--- src/rtl/mmu_arb_pkg.sv ---
// Shared state encodings and requester IDs for the MMU request arbiter.
package mmu_arb_pkg;

  typedef enum logic {REQ_IFU = 1'b0, REQ_LSU = 1'b1} req_id_e;

  // state | meaning: IDLE arbitrate | *_AR address phase | *_R data until rlast
  //       | LSU_W AW+W beats (either order) | LSU_B write response
  localparam logic [2:0] ST_IDLE   = 3'd0;
  localparam logic [2:0] ST_IFU_AR = 3'd1;
  localparam logic [2:0] ST_IFU_R  = 3'd2;
  localparam logic [2:0] ST_LSU_AR = 3'd3;
  localparam logic [2:0] ST_LSU_R  = 3'd4;
  localparam logic [2:0] ST_LSU_W  = 3'd5;
  localparam logic [2:0] ST_LSU_B  = 3'd6;

endpackage

--- src/rtl/mmu_arb_pick.sv ---
// Two-way request picker: round-robin on ties, or fixed LSU priority.
import mmu_arb_pkg::*;

module mmu_arb_pick #(
  parameter bit RR_EN = 1'b1
) (
  input  logic ifu_req,
  input  logic lsu_req,
  input  logic rr_last,
  output logic grant_valid,
  output logic grant_id
);

  always_comb begin
    grant_valid = ifu_req | lsu_req;
    grant_id    = REQ_IFU;
    if (lsu_req && !ifu_req) begin
      grant_id = REQ_LSU;
    end else if (lsu_req && ifu_req) begin
      grant_id = (RR_EN && rr_last == REQ_LSU) ? REQ_IFU : REQ_LSU;
    end
  end

endmodule

--- src/rtl/mmu_req_arbiter.sv ---
// Shares the MMU upstream port between IFU and LSU, one transaction at a time,
// with satp captured at grant and held until the transaction completes.
import mmu_arb_pkg::*;

module mmu_req_arbiter #(
  parameter bit RR_EN  = 1'b1,
  parameter int ADDR_W = 32
) (
  input  logic              clk,
  input  logic              rst,
  input  logic [ADDR_W-1:0] csr_satp,
  input  logic [ADDR_W-1:0] ifu_araddr,
  input  logic [2:0]        ifu_arsize,
  input  logic [7:0]        ifu_arlen,
  input  logic [1:0]        ifu_arburst,
  input  logic              ifu_arvalid,
  output logic              ifu_arready,
  output logic [31:0]       ifu_rdata,
  output logic [1:0]        ifu_rresp,
  output logic              ifu_rlast,
  output logic              ifu_rvalid,
  input  logic              ifu_rready,
  input  logic [ADDR_W-1:0] lsu_araddr,
  input  logic [2:0]        lsu_arsize,
  input  logic [7:0]        lsu_arlen,
  input  logic [1:0]        lsu_arburst,
  input  logic              lsu_arvalid,
  output logic              lsu_arready,
  output logic [31:0]       lsu_rdata,
  output logic [1:0]        lsu_rresp,
  output logic              lsu_rlast,
  output logic              lsu_rvalid,
  input  logic              lsu_rready,
  input  logic [ADDR_W-1:0] lsu_awaddr,
  input  logic              lsu_awvalid,
  output logic              lsu_awready,
  input  logic [31:0]       lsu_wdata,
  input  logic [3:0]        lsu_wstrb,
  input  logic              lsu_wvalid,
  output logic              lsu_wready,
  output logic [1:0]        lsu_bresp,
  output logic              lsu_bvalid,
  input  logic              lsu_bready,
  output logic [ADDR_W-1:0] mmu_araddr,
  output logic [2:0]        mmu_arsize,
  output logic [7:0]        mmu_arlen,
  output logic [1:0]        mmu_arburst,
  output logic [ADDR_W-1:0] mmu_arsatp,
  output logic              mmu_arvalid,
  input  logic              mmu_arready,
  input  logic [31:0]       mmu_rdata,
  input  logic [1:0]        mmu_rresp,
  input  logic              mmu_rlast,
  input  logic              mmu_rvalid,
  output logic              mmu_rready,
  output logic [ADDR_W-1:0] mmu_awaddr,
  output logic [ADDR_W-1:0] mmu_awsatp,
  output logic              mmu_awvalid,
  input  logic              mmu_awready,
  output logic [31:0]       mmu_wdata,
  output logic [3:0]        mmu_wstrb,
  output logic              mmu_wvalid,
  input  logic              mmu_wready,
  input  logic [1:0]        mmu_bresp,
  input  logic              mmu_bvalid,
  output logic              mmu_bready
);

  logic [2:0]        state_q, state_d;
  logic [ADDR_W-1:0] satp_q, satp_d;
  logic              aw_done_q, aw_done_d;
  logic              w_done_q, w_done_d;
  logic              rr_last_q, rr_last_d;
  logic              lsu_wr_req, grant_valid, grant_id;
  logic              ar_ifu, ar_lsu, r_ifu, r_lsu, in_w, in_b;
  logic              aw_hs, w_hs;

  // The MMU needs AW and W together, so a lone AW or W does not request.
  assign lsu_wr_req = lsu_awvalid & lsu_wvalid;

  mmu_arb_pick #(.RR_EN(RR_EN)) u_pick (
    .ifu_req     (ifu_arvalid),
    .lsu_req     (lsu_wr_req | lsu_arvalid),
    .rr_last     (rr_last_q),
    .grant_valid (grant_valid),
    .grant_id    (grant_id)
  );

  assign ar_ifu = (state_q == ST_IFU_AR);
  assign ar_lsu = (state_q == ST_LSU_AR);
  assign r_ifu  = (state_q == ST_IFU_R);
  assign r_lsu  = (state_q == ST_LSU_R);
  assign in_w   = (state_q == ST_LSU_W);
  assign in_b   = (state_q == ST_LSU_B);

  assign mmu_arvalid = (ar_ifu & ifu_arvalid) | (ar_lsu & lsu_arvalid);
  assign mmu_araddr  = ar_ifu ? ifu_araddr  : lsu_araddr;
  assign mmu_arsize  = ar_ifu ? ifu_arsize  : lsu_arsize;
  assign mmu_arlen   = ar_ifu ? ifu_arlen   : lsu_arlen;
  assign mmu_arburst = ar_ifu ? ifu_arburst : lsu_arburst;
  assign mmu_arsatp  = satp_q;
  assign mmu_awsatp  = satp_q;
  assign ifu_arready = ar_ifu & mmu_arready;
  assign lsu_arready = ar_lsu & mmu_arready;

  assign ifu_rdata  = mmu_rdata;
  assign ifu_rresp  = mmu_rresp;
  assign ifu_rlast  = mmu_rlast;
  assign ifu_rvalid = r_ifu & mmu_rvalid;
  assign lsu_rdata  = mmu_rdata;
  assign lsu_rresp  = mmu_rresp;
  assign lsu_rlast  = mmu_rlast;
  assign lsu_rvalid = r_lsu & mmu_rvalid;
  assign mmu_rready = (r_ifu & ifu_rready) | (r_lsu & lsu_rready);

  assign mmu_awaddr  = lsu_awaddr;
  assign mmu_awvalid = in_w & lsu_awvalid & ~aw_done_q;
  assign lsu_awready = in_w & mmu_awready & ~aw_done_q;
  assign mmu_wdata   = lsu_wdata;
  assign mmu_wstrb   = lsu_wstrb;
  assign mmu_wvalid  = in_w & lsu_wvalid & ~w_done_q;
  assign lsu_wready  = in_w & mmu_wready & ~w_done_q;
  assign lsu_bresp   = mmu_bresp;
  assign lsu_bvalid  = in_b & mmu_bvalid;
  assign mmu_bready  = in_b & lsu_bready;

  assign aw_hs = mmu_awvalid & mmu_awready;
  assign w_hs  = mmu_wvalid & mmu_wready;

  always_comb begin
    state_d   = state_q;
    satp_d    = satp_q;
    aw_done_d = aw_done_q;
    w_done_d  = w_done_q;
    rr_last_d = rr_last_q;
    case (state_q)
      ST_IDLE: begin
        if (grant_valid) begin
          satp_d = csr_satp;
          if (grant_id == REQ_IFU) state_d = ST_IFU_AR;
          else if (lsu_wr_req)     state_d = ST_LSU_W;
          else                     state_d = ST_LSU_AR;
        end
      end
      ST_IFU_AR: if (mmu_arvalid && mmu_arready) state_d = ST_IFU_R;
      ST_LSU_AR: if (mmu_arvalid && mmu_arready) state_d = ST_LSU_R;
      ST_IFU_R: begin
        if (mmu_rvalid && mmu_rready && mmu_rlast) begin
          state_d   = ST_IDLE;
          rr_last_d = REQ_IFU;
        end
      end
      ST_LSU_R: begin
        if (mmu_rvalid && mmu_rready && mmu_rlast) begin
          state_d   = ST_IDLE;
          rr_last_d = REQ_LSU;
        end
      end
      ST_LSU_W: begin
        if ((aw_done_q || aw_hs) && (w_done_q || w_hs)) begin
          state_d   = ST_LSU_B;
          aw_done_d = 1'b0;
          w_done_d  = 1'b0;
        end else begin
          aw_done_d = aw_done_q | aw_hs;
          w_done_d  = w_done_q | w_hs;
        end
      end
      ST_LSU_B: begin
        if (mmu_bvalid && mmu_bready) begin
          state_d   = ST_IDLE;
          rr_last_d = REQ_LSU;
        end
      end
      default: state_d = ST_IDLE;
    endcase
  end

  // rr_last starts at IFU so the LSU wins the first tie.
  always_ff @(posedge clk) begin
    if (rst) begin
      state_q   <= ST_IDLE;
      satp_q    <= '0;
      aw_done_q <= 1'b0;
      w_done_q  <= 1'b0;
      rr_last_q <= REQ_IFU;
    end else begin
      state_q   <= state_d;
      satp_q    <= satp_d;
      aw_done_q <= aw_done_d;
      w_done_q  <= w_done_d;
      rr_last_q <= rr_last_d;
    end
  end

  a_idle_no_valid: assert property (@(posedge clk) disable iff (rst)
    (state_q == ST_IDLE) |-> !(mmu_arvalid || mmu_awvalid || mmu_wvalid));

endmodule

--- config.mk ---
export PLATFORM = sky130hd
export DESIGN_NAME = mmu_req_arbiter
export DESIGN_NICKNAME = d
export VERILOG_FILES = /design/src/rtl/mmu_arb_pkg.sv /design/src/rtl/mmu_arb_pick.sv /design/src/rtl/mmu_req_arbiter.sv
export SDC_FILE = /design/constraint.sdc
export NUM_CORES = 1
export LEC_CHECK = 0
export BUFFER_PORTS_ARGS = -buffer_cell sky130_fd_sc_hd__buf_2
export CORE_AREA = 2 2 196 198
export DETAILED_ROUTE_END_ITERATION = 16
export DIE_AREA = 0 0 198 200
export PLACE_DENSITY_LB_ADDON = 0.05
export SYNTH_ARGS = -nofsm -noshare
export SYNTH_HDL_FRONTEND = slang
export SYNTH_HIERARCHICAL = 1
export SYNTH_SLANG_ARGS = --single-unit
--- constraint.sdc ---
create_clock -name clk -period 2 [get_ports clk]
set_clock_uncertainty 0.1 [all_clocks]
set_input_delay 0.1 -clock clk [delete_from_list [all_inputs] [get_ports clk]]
set_output_delay 0.1 -clock clk [all_outputs]
set_load 0.1 [all_outputs]
==> results of run 1 <==
==> worst max-delay path, delay by kind of cell, from the launching register on <==
kind / cells / cell delay, ns
DFF: 1 / 0.35
buffers and inverters: 2 / 0.34
AOI/OAI and AO/OA: 1 / 0.16
and+or+nand+nor: 2 / 0.60
==> Yosys cell counts, drive strengths merged, types with 2 or more instances <==
cell and number:
nor2 11, nor4 2, a21oi 39, buf 184, mux2 45, or2b 2
a31oi 3, and3 2, and2 3, nand3 4, nor2b 2, or2 2
nor3 3, nor3b 4, o21ai 3, nand2 74, clkbuf 7, inv 3
dfxtp 38, nand2b 2
==> worst paths after layout <==
check                  from             end  slack (ns)
max              state_q[1]      mmu_rready        0.04
min            lsu_wdata[6]    mmu_wdata[6]        0.10
max reg2reg      state_q[1]        w_done_q        0.19
min reg2reg  mmu_arsatp[23]  mmu_arsatp[23]        0.37
==> logic make-up (layout without fill, tap and decap cells) <==
group                  Yosys count  after routing  synth area share
AND/OR/NAND/NOR                114            114            0.1527
AO/OA/AOI/OAI                   50             50           0.07758
flip-flops                      38             38            0.2164
other                            0              3                 0
buffers and inverters          194            332            0.4064
multiplexers                    46             46            0.1470
==> cell type report <==
type / count / area [µm²] / share of cell area
clock buffers: 7 / 142.6 / 0.02422
diodes: 3 / 7.507 / 0.001275
flip-flops and latches: 38 / 769.5 / 0.1307
multi-input cells: 210 / 1483 / 0.2518
clock inverters: 1 / 5.005 / 0.0008498
inverters: 3 / 13.76 / 0.002337
repair buffers: 321 / 2829 / 0.4803
well taps: 511 / 639.4 / 0.1086
==> power breakdown <==
group / switching [mW] / internal [mW]
sequential: 0.170 / 0.976
clock: 0.342 / 0.496
combinational: 6.49 / 2.72
total: 7.00 / 4.20
==> sequential cells by signal (all words and copies together), names as in the netlist <==
signal / flops
mmu_arsatp: 32
aw_done_q: 1
rr_last_q: 1
w_done_q: 1
state_q: 3
==> what timing repair did <==
item                                   CTS  global route
endpoints found under the hold margin   34             0
setup endpoints to repair               43            46
resized for setup                        4            35
gates cloned                             0             4
pin swaps                                0             1
setup buffers                            1             5
hold buffers                            36             0
==> metrics by stage <==
stage / utilization / total power [mW] / cells
2_1_floorplan: - / 8.958 / 442
3_3_place_gp: 0.1365 / 9.939 / 1037
3_5_place_dp: 0.1365 / 9.915 / 1037
4_1_cts: 0.1505 / 10.89 / 1082
5_1_grt: 0.1575 / 11.67 / 1094
6_report: 0.1575 / 11.19 / 1094
==> routing by layer <==
| layer | GRT usage | share of wire | vias to the layer above |
|---|---|---|---|
| li1 | - | - | 1549 |
| met1 | 0.07002 | 0.30 | 1468 |
| met2 | 0.1557 | 0.52 | 305 |
| met3 | 0.06939 | 0.17 | 17 |
| met4 | 0.01420 | 0.0094 | 8 |
| met5 | 0 | 0.0024 | - |
==> run metrics, run 1 <==
setup violators final 0; setup ws final between 0.04 and 0.05 ns; critical path launch point type flop; setup_tns 0 ns; max_cap viols 0; layout cells sized above 1 0.6172; number of flops mapped to enable cells by yosys 0; number of global-route vias before repair between 3000 and 4000; element type at the critical path end output port; Layout fillers roughly 4300; WS Path Type reg2out; crit-path max cell delay 0.35 ns; clk root buf clkbuf_16; cell taking the most area after synthesis buf_4; Hold WS 0.1000 ns; mapped cell area 3516 µm²; CTS max path bufs 2; Leak ~2.6 nW; number of clock sinks 38; initial core utilization 0.09401; Synth area leaders buf_4 38%, dfxtp_1 22%, mux2_2 12%; cell area after layout between 5000 and 6000 µm²; most frequent cells in the layout 202 x buf_2, 73 x nand2_1, 61 x buf_12, 37 x a21oi_1, 36 x dlygate4sd3_1; crit path DAT between 1.5 and 2 ns; global route total overflow 0; fin. max-slew vios 0; die height approximately 200 µm; final worst-path cycle share 0.9799; sequential area share after synthesis 0.2164; number of CTS-inserted buffers 5; largest net degree at the start of global routing 34; Post-Route WL about 18000 µm; Core Region approximately 37000 µm²; initial antenna violation count 7; critical path peak fanout 4; hold crit path type in2out; drt first pass iters 4; DIE WIDTH 198 µm; DP Area ~5100 µm²; worst reg2reg path depth 7; ys async rst share 0; total die area about 40000 µm²; vias per inst around 3.1; top_reg_cell synth dfxtp_1; Area growth syn-to-layout 67.51%; Least-Margin Pin Slew 0.4900 ns; pwr dens around 1900 nW/µm²; Worst slew margin 0.6756; Remaining DRCs 0; Final #Nets 820; cells along the critical path buf_4, or2b_2, or2_2, a21oi_4, buf_12; clk slew on worst S/H paths ~0.06 ns; slowest CP cell dfxtp_4; post-synthesis net count 683; status finished, final reports clean; routability-driven placement congestion ratio slightly below 0.8; Detailed Route Iter0 Violations a little under 60; Port Buf Inserts approximately 260; # IOs 502; RSZ-0062 raised after global routing true; first-pass GRT wire length ~24000 µm; CP required roughly 1.8 ns; Wirelength per Cell around 17 µm; Max VDD drop 0.6472 mV; Final ANT Viol Nets 0; Post-Synthesis Cells between 400 and 500; Min-Delay Path Depth 0; YS warnings 6; Final Hold Violating Endpoints 0; via count 3347; GRT Total Usage 0.08425; commonest non-fill, non-tap cell in the layout buf_2; Post-DP HPWL approximately 15000 µm; minimum clock period ~2.0 ns; Peak Freq between 0.5 and 0.6 GHz; post-synth cell types 40; CTS tree done; Yosys top cell area share 0.3758; Placement Setup Slack between 0.2 and 0.25 ns; syn_area_per_cell about 8 µm²; row count slightly above 70; synthesized flop and latch total 38; clk_lat worst skew between 0.2 and 0.3 ns; H-tree levels 2
No activity file was read; power rests on OpenSTA's default activity.
==> run 2, diff against run 1 <==
Settings changed: SETUP_SLACK_MARGIN from default to 0.05.
==> run metrics, run 2 (synthesis gave the netlist of run 1 again) <==
worst reg2reg path depth 7 (unchanged); global route total overflow 0 (unchanged); max_cap viols 0 (unchanged); DIE WIDTH 198 µm (unchanged); initial core utilization 0.09401 (unchanged); largest net degree at the start of global routing 34 (unchanged); crit path DAT 1.74 ns (-0.02 ns); GRT Total Usage 0.08497 (+0.0007186); die height 200 µm (unchanged); CTS tree done; CP required 1.80 ns (about the same); Max VDD drop 0.6069 mV (-6.2%); number of global-route vias before repair 3518 (+0.29%); Hold WS 0.1000 ns (unchanged); CTS max path bufs 2 (unchanged); layout cells sized above 1 0.6066 (-0.01066); initial antenna violation count 7 (unchanged); final worst-path cycle share 0.9694 (-0.01050); setup violators final 0 (unchanged); Final #Nets 817 (-0.37%); Post-Route WL 18020 µm (-0.83%); Final Hold Violating Endpoints 0 (unchanged); pwr dens 1888 nW/µm² (-0.67%); Placement Setup Slack 0.2185 ns (unchanged); element type at the critical path end output port; vias per inst 3.084 (+0.81%); critical path launch point type flop; Detailed Route Iter0 Violations 55 (-6.8%); via count 3365 (+0.54%); Final ANT Viol Nets 0 (unchanged); Min-Delay Path Depth 0 (unchanged); max reg flops 32 (unchanged); Least-Margin Pin Slew 0.4900 ns (+0.0000007153 ns); number of clock sinks 38 (unchanged); critical path peak fanout 6 (+2); DP Area 5104 µm² (unchanged); clk slew on worst S/H paths 0.06 ns (about the same); Post-DP HPWL 15270 µm (unchanged); first-pass GRT wire length 23960 µm (+0.78%); Remaining DRCs 0 (unchanged); # IOs 502 (unchanged); setup_tns 0 ns (unchanged); most frequent cells in the layout 202 x buf_2, 73 x nand2_1, 62 x buf_12, 37 x a21oi_1, 36 x dlygate4sd3_1; Peak Freq 0.5158 GHz (+1.1%); row count 71 (unchanged); fin. max-slew vios 0 (unchanged); drt first pass iters 4 (unchanged); Area growth syn-to-layout 67.40% (about the same); commonest non-fill, non-tap cell in the layout buf_2; Leak 2.656 nW (+0.53%); total die area 39600 µm² (unchanged); cell area after layout 5886 µm² (about the same); minimum clock period 1.939 ns (-0.02101 ns); Port Buf Inserts 259 (unchanged); number of CTS-inserted buffers 5 (unchanged); hold crit path type in2out; routability-driven placement congestion ratio 0.7707 (unchanged); clk_lat worst skew 0.29 ns (about the same); Core Region 37400 µm² (unchanged); Worst slew margin 0.6756 (about the same); RSZ-0062 raised after global routing true; WS Path Type reg2out; setup ws final 0.06115 ns (+0.02101 ns); status finished, final reports clean; Wirelength per Cell 16.52 µm (-0.56%); clk root buf clkbuf_16; H-tree levels 2 (unchanged)
run 2: cell count changes in the layout (fill, tap and decap cells not counted), moves of 2 or more:
cell / change
clkbuf_16: -2
nor3b_4: +3
buf_6: -2
nor3b_2: -3
mux2_1: +6
mux2_4: +10
mux2_2: -16
run 2: per-stage QoR:
step,power (mW),instances,util
finish,11.11,1091,0.1574
global route,11.59,1091,0.1574
CTS,11.28,1086,0.1561
detailed placement,9.915,1037,0.1365
global placement,9.939,1037,0.1365
floorplan,8.958,442,-
run 2: final cells by class:
class | count | area, µm²
fill | 4262 | 31510
timing repair buffer | 318 | 2769
multi-input combinational | 210 | 1539
sequential | 38 | 769.5
tap | 511 | 639.4
clock buffer | 7 | 142.6
inverter | 3 | 13.76
antenna | 3 | 7.507
clock inverter | 1 | 5.005
run 2: worst paths after layout:
path                            slack [ns]      startpoint              to
worst max-delay path                  0.06      state_q[1]   mmu_araddr[8]
worst max register to register        0.17      state_q[1]        w_done_q
worst min-delay path                  0.10    lsu_wdata[6]    mmu_wdata[6]
worst min register to register        0.37  mmu_arsatp[23]  mmu_arsatp[23]
run 2: report_power, final:
group / total (mW) / switching [mW] / internal, mW
Sequential: 1.15 / 0.175 / 0.976
Clock: 0.837 / 0.342 / 0.496
Combinational: 9.12 / 6.47 / 2.66
run 2: what timing repair did:
action,in CTS,in global routing
setup endpoints to repair,46,47
hold buffers,36,0
endpoints found under the hold margin,34,0
resized for setup,41,7
gates cloned,1,1
setup buffers,4,2
pin swaps,1,3
run 2: metal layers:
metal	GRT usage	wire [µm]	up-vias
li1	-	-	1545
met1	0.06940	5378	1487
met2	0.1574	9336	308
met3	0.07006	3067	17
met4	0.01671	194	8
met5	0	44	-
run 2: worst max-delay path, stage by stage, from the launching register on:
cell and delay, ns:
dfxtp_4 0.37, buf_6 0.13, nor2_8 0.16, buf_12 0.14, clkbuf_16 0.15, mux2_4 0.32
buf_12 0.17
